File: src/rtl/pipe_stage_reg.sv
`default_nettype none
// +--------------------------------------------------------------------------+
// | Module      : pipe_stage_reg                                             |
// | Description : Parametrised pipeline boundary register. Carries a valid   |
// |               bit, a control bundle and a data bundle through STAGES     |
// |               back-to-back register slices, with hazard-unit stall       |
// |               (hold) and flush (bubble insertion).                       |
// | Revision    : 1.0  initial release                                       |
// +--------------------------------------------------------------------------+
// | Parameters                                                               |
// |   CTRL_W   control bundle width                                          |
// |   DATA_W   data bundle width                                             |
// |   STAGES   register slices in series, legal range 1..4                   |
// |   CNT_W    width of the stall/flush statistic counters                   |
// | Ports                                                                    |
// |   Clk         in   rising-edge clock                                     |
// |   Rst         in   synchronous reset, active-high                        |
// |   Stall       in   hold every slice this cycle                           |
// |   Flush       in   turn every slice into a bubble this cycle             |
// |   InValid     in   upstream slot holds a real instruction                |
// |   InCtrl      in   upstream control bundle                               |
// |   InData      in   upstream data bundle                                  |
// |   OutValid    out  last slice valid                                      |
// |   OutCtrl     out  last slice control bundle                             |
// |   OutData     out  last slice data bundle                                |
// |   StallCount  out  saturating count of stall cycles                      |
// |   FlushCount  out  saturating count of flush cycles                      |
// | Build option                                                             |
// |   PIPE_STAGE_STATS_EN  defined   : statistic counters are implemented   |
// |                        undefined : StallCount/FlushCount tied to zero   |
// +--------------------------------------------------------------------------+
module pipe_stage_reg #(
   parameter int CTRL_W = 9,
   parameter int DATA_W = 192,
   parameter int STAGES = 1,
   parameter int CNT_W  = 16
) (
   input  logic              Clk,
   input  logic              Rst,
   input  logic              Stall,
   input  logic              Flush,
   input  logic              InValid,
   input  logic [CTRL_W-1:0] InCtrl,
   input  logic [DATA_W-1:0] InData,
   output logic              OutValid,
   output logic [CTRL_W-1:0] OutCtrl,
   output logic [DATA_W-1:0] OutData,
   output logic [CNT_W-1:0]  StallCount,
   output logic [CNT_W-1:0]  FlushCount
);

   // ------------------------------------------------------------------------
   // Register slices. Each slice owns its own valid/ctrl/data flops and picks
   // up its feed either from the upstream ports (slice 0) or from the slice
   // in front of it. Stall and Flush act on all slices in the same cycle.
   // ------------------------------------------------------------------------
   for (genvar k = 0; k < STAGES; k++) begin : g_slice
      logic              valid;
      logic [CTRL_W-1:0] ctrl;
      logic [DATA_W-1:0] data;

      logic              feed_valid;
      logic [CTRL_W-1:0] feed_ctrl;
      logic [DATA_W-1:0] feed_data;

      if (k == 0) begin : g_head
         // A bubble must never carry live control (memwrite/regwrite) into
         // later stages, so control is gated by InValid. Data is left as-is
         // because it is a don't-care in a bubble and gating it costs toggles.
         assign feed_valid = InValid;
         assign feed_ctrl  = InCtrl & {CTRL_W{InValid}};
         assign feed_data  = InData;
      end else begin : g_tail
         assign feed_valid = g_slice[k-1].valid;
         assign feed_ctrl  = g_slice[k-1].ctrl;
         assign feed_data  = g_slice[k-1].data;
      end

      // Priority: Rst > Flush > Stall > advance. Flush clears only valid and
      // ctrl; the data flops keep their value so a flush does not toggle the
      // wide data bus.
      always_ff @(posedge Clk) begin
         if (Rst) begin
            valid <= 1'b0;
            ctrl  <= '0;
            data  <= '0;
         end else if (Flush) begin
            valid <= 1'b0;
            ctrl  <= '0;
         end else if (!Stall) begin
            valid <= feed_valid;
            ctrl  <= feed_ctrl;
            data  <= feed_data;
         end
      end
   end

   // Outputs come straight from the last slice flops.
   assign OutValid = g_slice[STAGES-1].valid;
   assign OutCtrl  = g_slice[STAGES-1].ctrl;
   assign OutData  = g_slice[STAGES-1].data;

   // ------------------------------------------------------------------------
   // Optional statistic counters. A cycle with both Stall and Flush is a
   // flush (flush wins), so it is counted only as a flush. Both counters
   // saturate rather than wrap and are cleared only by reset.
   // ------------------------------------------------------------------------
`ifdef PIPE_STAGE_STATS_EN
   localparam logic [CNT_W-1:0] CNT_MAX = {CNT_W{1'b1}};

   logic [CNT_W-1:0] stall_count;
   logic [CNT_W-1:0] flush_count;

   always_ff @(posedge Clk) begin
      if (Rst) begin
         stall_count <= '0;
         flush_count <= '0;
      end else if (Flush) begin
         if (flush_count != CNT_MAX) begin
            flush_count <= flush_count + 1'b1;
         end
      end else if (Stall) begin
         if (stall_count != CNT_MAX) begin
            stall_count <= stall_count + 1'b1;
         end
      end
   end

   assign StallCount = stall_count;
   assign FlushCount = flush_count;
`else
   assign StallCount = '0;
   assign FlushCount = '0;
`endif

endmodule
`default_nettype wire

File: config.mk
export PLATFORM = sky130hd
export DESIGN_NAME = pipe_stage_reg
export DESIGN_NICKNAME = d
export VERILOG_FILES = /design/src/rtl/pipe_stage_reg.sv
export SDC_FILE = /design/constraint.sdc
export NUM_CORES = 1
export LEC_CHECK = 0
export ABC_AREA = 1
export BUFFER_PORTS_ARGS = -buffer_cell sky130_fd_sc_hd__buf_2
export CELL_PAD_IN_SITES_DETAIL_PLACEMENT = 1
export CELL_PAD_IN_SITES_GLOBAL_PLACEMENT = 1
export CORE_ASPECT_RATIO = 1.4
export CORE_MARGIN = 8
export CORE_UTILIZATION = 30
export DETAILED_ROUTE_END_ITERATION = 8
export GPL_ROUTABILITY_DRIVEN = 0
export PLACE_DENSITY = 0.89
export REMOVE_ABC_BUFFERS = 1
export SYNTH_ARGS = -nofsm -noshare
export SYNTH_HDL_FRONTEND = slang
export SYNTH_SLANG_ARGS = --single-unit
File: constraint.sdc
create_clock -name Clk -period 1.2 [get_ports Clk]
set_input_delay 0.36 -clock Clk [delete_from_list [all_inputs] [get_ports Clk]]
set_output_delay 0.36 -clock Clk [all_outputs]
set_load 0.02 [all_outputs]
* Yosys cells after proc, flatten, opt, wreduce, memory -nomap -nowiden
Cells that the tools add are included. Widths: inputs -> output; s select.
Storage, ports and cells: bits of input ports 206, word-level logic and storage cells 8, output and inout port bits 234, register bits after elaboration 202
Operators by class: bitwise operators 3, reductions and logical operators 2
Operator list (count):
- $and 9x9->9 | 1
- $not 1->1 | 2
- $reduce_and 2->1 | 1
- $reduce_or 2->1 | 1

* Longest topological paths before layout
depth in word-level cells 2, mapped depth 6, gate-level depth less buffers 4

* Worst setup path before layout
OpenSTA, ideal clock, no wires.
path kind input to register, from in Stall, to reg g_slice[0].data[121] (netlist: OutData[121]), setup time 113 ps, buffers on the path 2, path slack 125 ps, arrival time 962 ps, data required time 1087 ps, stages on the path 6, cell sequence nor2_4 buf_2 buf_2 nand2_1 nand2_1 nor2_1
On the way: word-level cells in the longest chain between the ends 2
RTL lines:
- start: declaration | RTL line 40 | input logic Stall,
- $not 1->1 (no line)
- $reduce_and 2->1 (no line)
- end signal: assignment | RTL line 93 | data <= feed_data;
- end: declaration | RTL line 60 | logic [DATA_W-1:0] data;
No other way between the ends. A chain may end at the register's enable or synchronous reset.

* Worst setup path in the final report
from reg g_slice[0].data[35] (netlist: OutData[35]), to out OutData[35]
RTL lines:
- end: declaration | RTL line 47 | output logic [DATA_W-1:0] OutData,
No word-level cell between the ends.

==> metrics.yaml <==
clockPowerShare_pct: 39.7
synth.top_cell.area_share_pct: 48.3
ir_worst_vdd_uv: 878
max_cap_viol_count: 0
htreeDepth: 1
cts_buffers: 23
critical_path.max_stage_delay_ps: 370
cp.required_ps: 840
synthesis.instances: 1295
slew_viol_final: 0
dp_hpwl_um: 24400
ys_async_sr_fraction_pct: 0
p_seq_share_pct: 40.5
critPathKind: "flop to output pin"
layout-drive-gt1-share_pct: 41.3
rsz0062_at_grt: "true"
clk_pin_slew_ps: 70
holdCritStartpoint: "InCtrl[0]"
ys_types: 14
p_int_mw: 13.3
crit_fanout: 2
stdcell_area_sq_um: 13500
yosysWarnings: 0
fin_crit_ps: 1380
hold_slack_ps: 124
synth_seq_area_share_pct: 48.3
setup_violations: 202
setup_slack_ps: -180
ant_nets: 0
crit_path_end_kind: "output pin"
cts_buffer_depth: 3
synthTopCellsByCount: "nand2_1, nor2_1, dfxtp_1"
fin_crit_sh_pct: 115
placed_area_sq_um: 10900
min_path_type: "input port to flop"
synth-edff-count: 0
finalNetCount: 1939
rrSetupSlack_ps: 290
grt_pass1_wl_um: 58400
area.growth.synth_to_final_pct: 61.5
drt_pass1_iterations: 4
ctsRootBufferMaster: "clkbuf_16"
reg2regPathDepth: 4
max_freq_mhz: 725
synth-seq-cells: 202
vias: 9520
cts_num_sinks: 202
wl_per_cell_um: 19.0
drt-total-wl_um: 40600
clock_latency_ps: 510
min_to: "OutCtrl[0]"
path_cells: "buf_6"
viasPerCell: 4.47
layoutNonFillerInstCount: 2131
synth_ff_type: "dfxtp_1"
critPathSlowestCell: "dfxtp_2"
overflow: 0
io_buffers: 407
power.density_nw_per_um2: 1390
place_inst: 2036
grt_max_degree: 52
fp.dieH_um: 214
grt_pass1_vias: 10701
hold_depth: 3
r2r-end: "OutCtrl[1]"
synth_area_sq_um: 8380
yosysMostFrequentCell: "nand2_1"
cts_tree: "yes"
die_area_sq_um: 33600
clock_skew_ps: 0
combPwrFrac_pct: 19.8
p_switching_mw: 5.48
grtUsageTotal_pct: 22.3
fp-row-count: 72
start_kind: "flop"
die_w_um: 157
critical_path_buf_inv_count: 1
final-hold-violation-count: 0
pin_count: 440
worstPathArrival_ps: 1020
drcViolationCount: 0
drt_iter0_drc: 373
synthTopCellsByArea: "dfxtp_1, nand2_1, nor2_1"
pre_cts_ws_ps: -304
rr_startpoint: "OutCtrl[1]"
coreArea_sq_um: 27600
p_leak_nw: 7.34
antenna_found_initial: 13
switching_share_pct: 29.2
critPathTopFamily: "flip-flops"
initial_core_util_pct: 30.4
synth_area_per_cell_sq_um: 6.47
failed_checks: "negative setup slack"
synth_top_cell_by_area: "dfxtp_1"
outcome: "complete, but fails checks"
==> logic make-up (layout without fill, tap and decap cells) <==
family,Yosys count,in the layout,synth area share [%]
flops,202,202,48.3
other cells,1,44,0.0448
simple gates,790,790,35.6
buf+inv,292,715,15.4
compound gates,10,10,0.597
==> cells in the final DEF, fill, tap and decap left out, types with 9 or more instances in the layout <==
master / Yosys / routed
conb_1: 1 / 32
buf_4: 42 / 56
dfxtp_2: 0 / 200
diode_2: 0 / 12
buf_2: 32 / 205
clkbuf_16: 0 / 23
nand3_1: 9 / 9
a21oi_1: 10 / 10
buf_12: 0 / 17
nor2_1: 384 / 384
inv_1: 193 / 192
buf_6: 0 / 202
nand2_1: 395 / 395
==> worst max path at each step <==
stage / from / end / slack, ps / cells after the start
final: OutData[35] / OutData[35] / -180 / 1
after global routing: OutData[183] / OutData[183] / -200 / 1
after CTS: OutData[108] / OutData[108] / -190 / 1
after detailed placement: Stall / OutData[159] / -300 / 7
after global placement: Stall / OutData[125] / -260 / 7
after floorplan: Stall / OutData[0] / -3520 / 4
==> state kept, by name, indices dropped and copies added, names as in the netlist <==
register  count
OutData     192
OutCtrl       9
OutValid      1
==> repair_timing <==
item	CTS	global route
setup endpoints to repair	202	202
hold buffers	0	0
resized for setup	606	2
setup buffers	21	21
==> cell type report <==
type                            instances  area (sq um)
Antenna cell                           12          30.0
Clock buffer                           29           628
Clock inverter                         12           159
Fill cell                            3461         14000
Inverter                              194           733
Multi-Input combinational cell        832          3160
Sequential cell                       202          4300
Tap cell                              370           463
Timing Repair Buffer                  480          4060
==> stage by stage <==
stage | setup TNS [ps] | util [%] | power [mW]
after global placement | -33660 | 39.5 | 10.3
final | -26410 | 49.1 | 18.7
after floorplan | -675770 | - | 9.27
after CTS | -30120 | 48.4 | 18.6
after detailed placement | -37270 | 39.5 | 10.4
after global routing | -32690 | 49.1 | 19.5
==> power groups by stage <==
stage,logic (mW),clock network (mW),registers (mW)
2_1_floorplan,1.25,0,8.03
3_3_place_gp,2.83,0,7.48
3_5_place_dp,2.93,0,7.51
4_1_cts,3.52,7.53,7.55
5_1_grt,3.99,7.84,7.62
6_report,3.72,7.44,7.59
==> layer usage <==
metal | part of all wire, % | routed length, um | track usage, % | vias to the layer above
li1 | - | - | - | 4497
met1 | 32 | 13200 | 19.7 | 4479
met2 | 55 | 22200 | 44.0 | 390
met3 | 6.4 | 2590 | 4.78 | 150
met4 | 6.4 | 2610 | 15.0 | 4
met5 | 0.059 | 24 | 0 | -
Note: power is estimated with default switching activity, not from simulation.
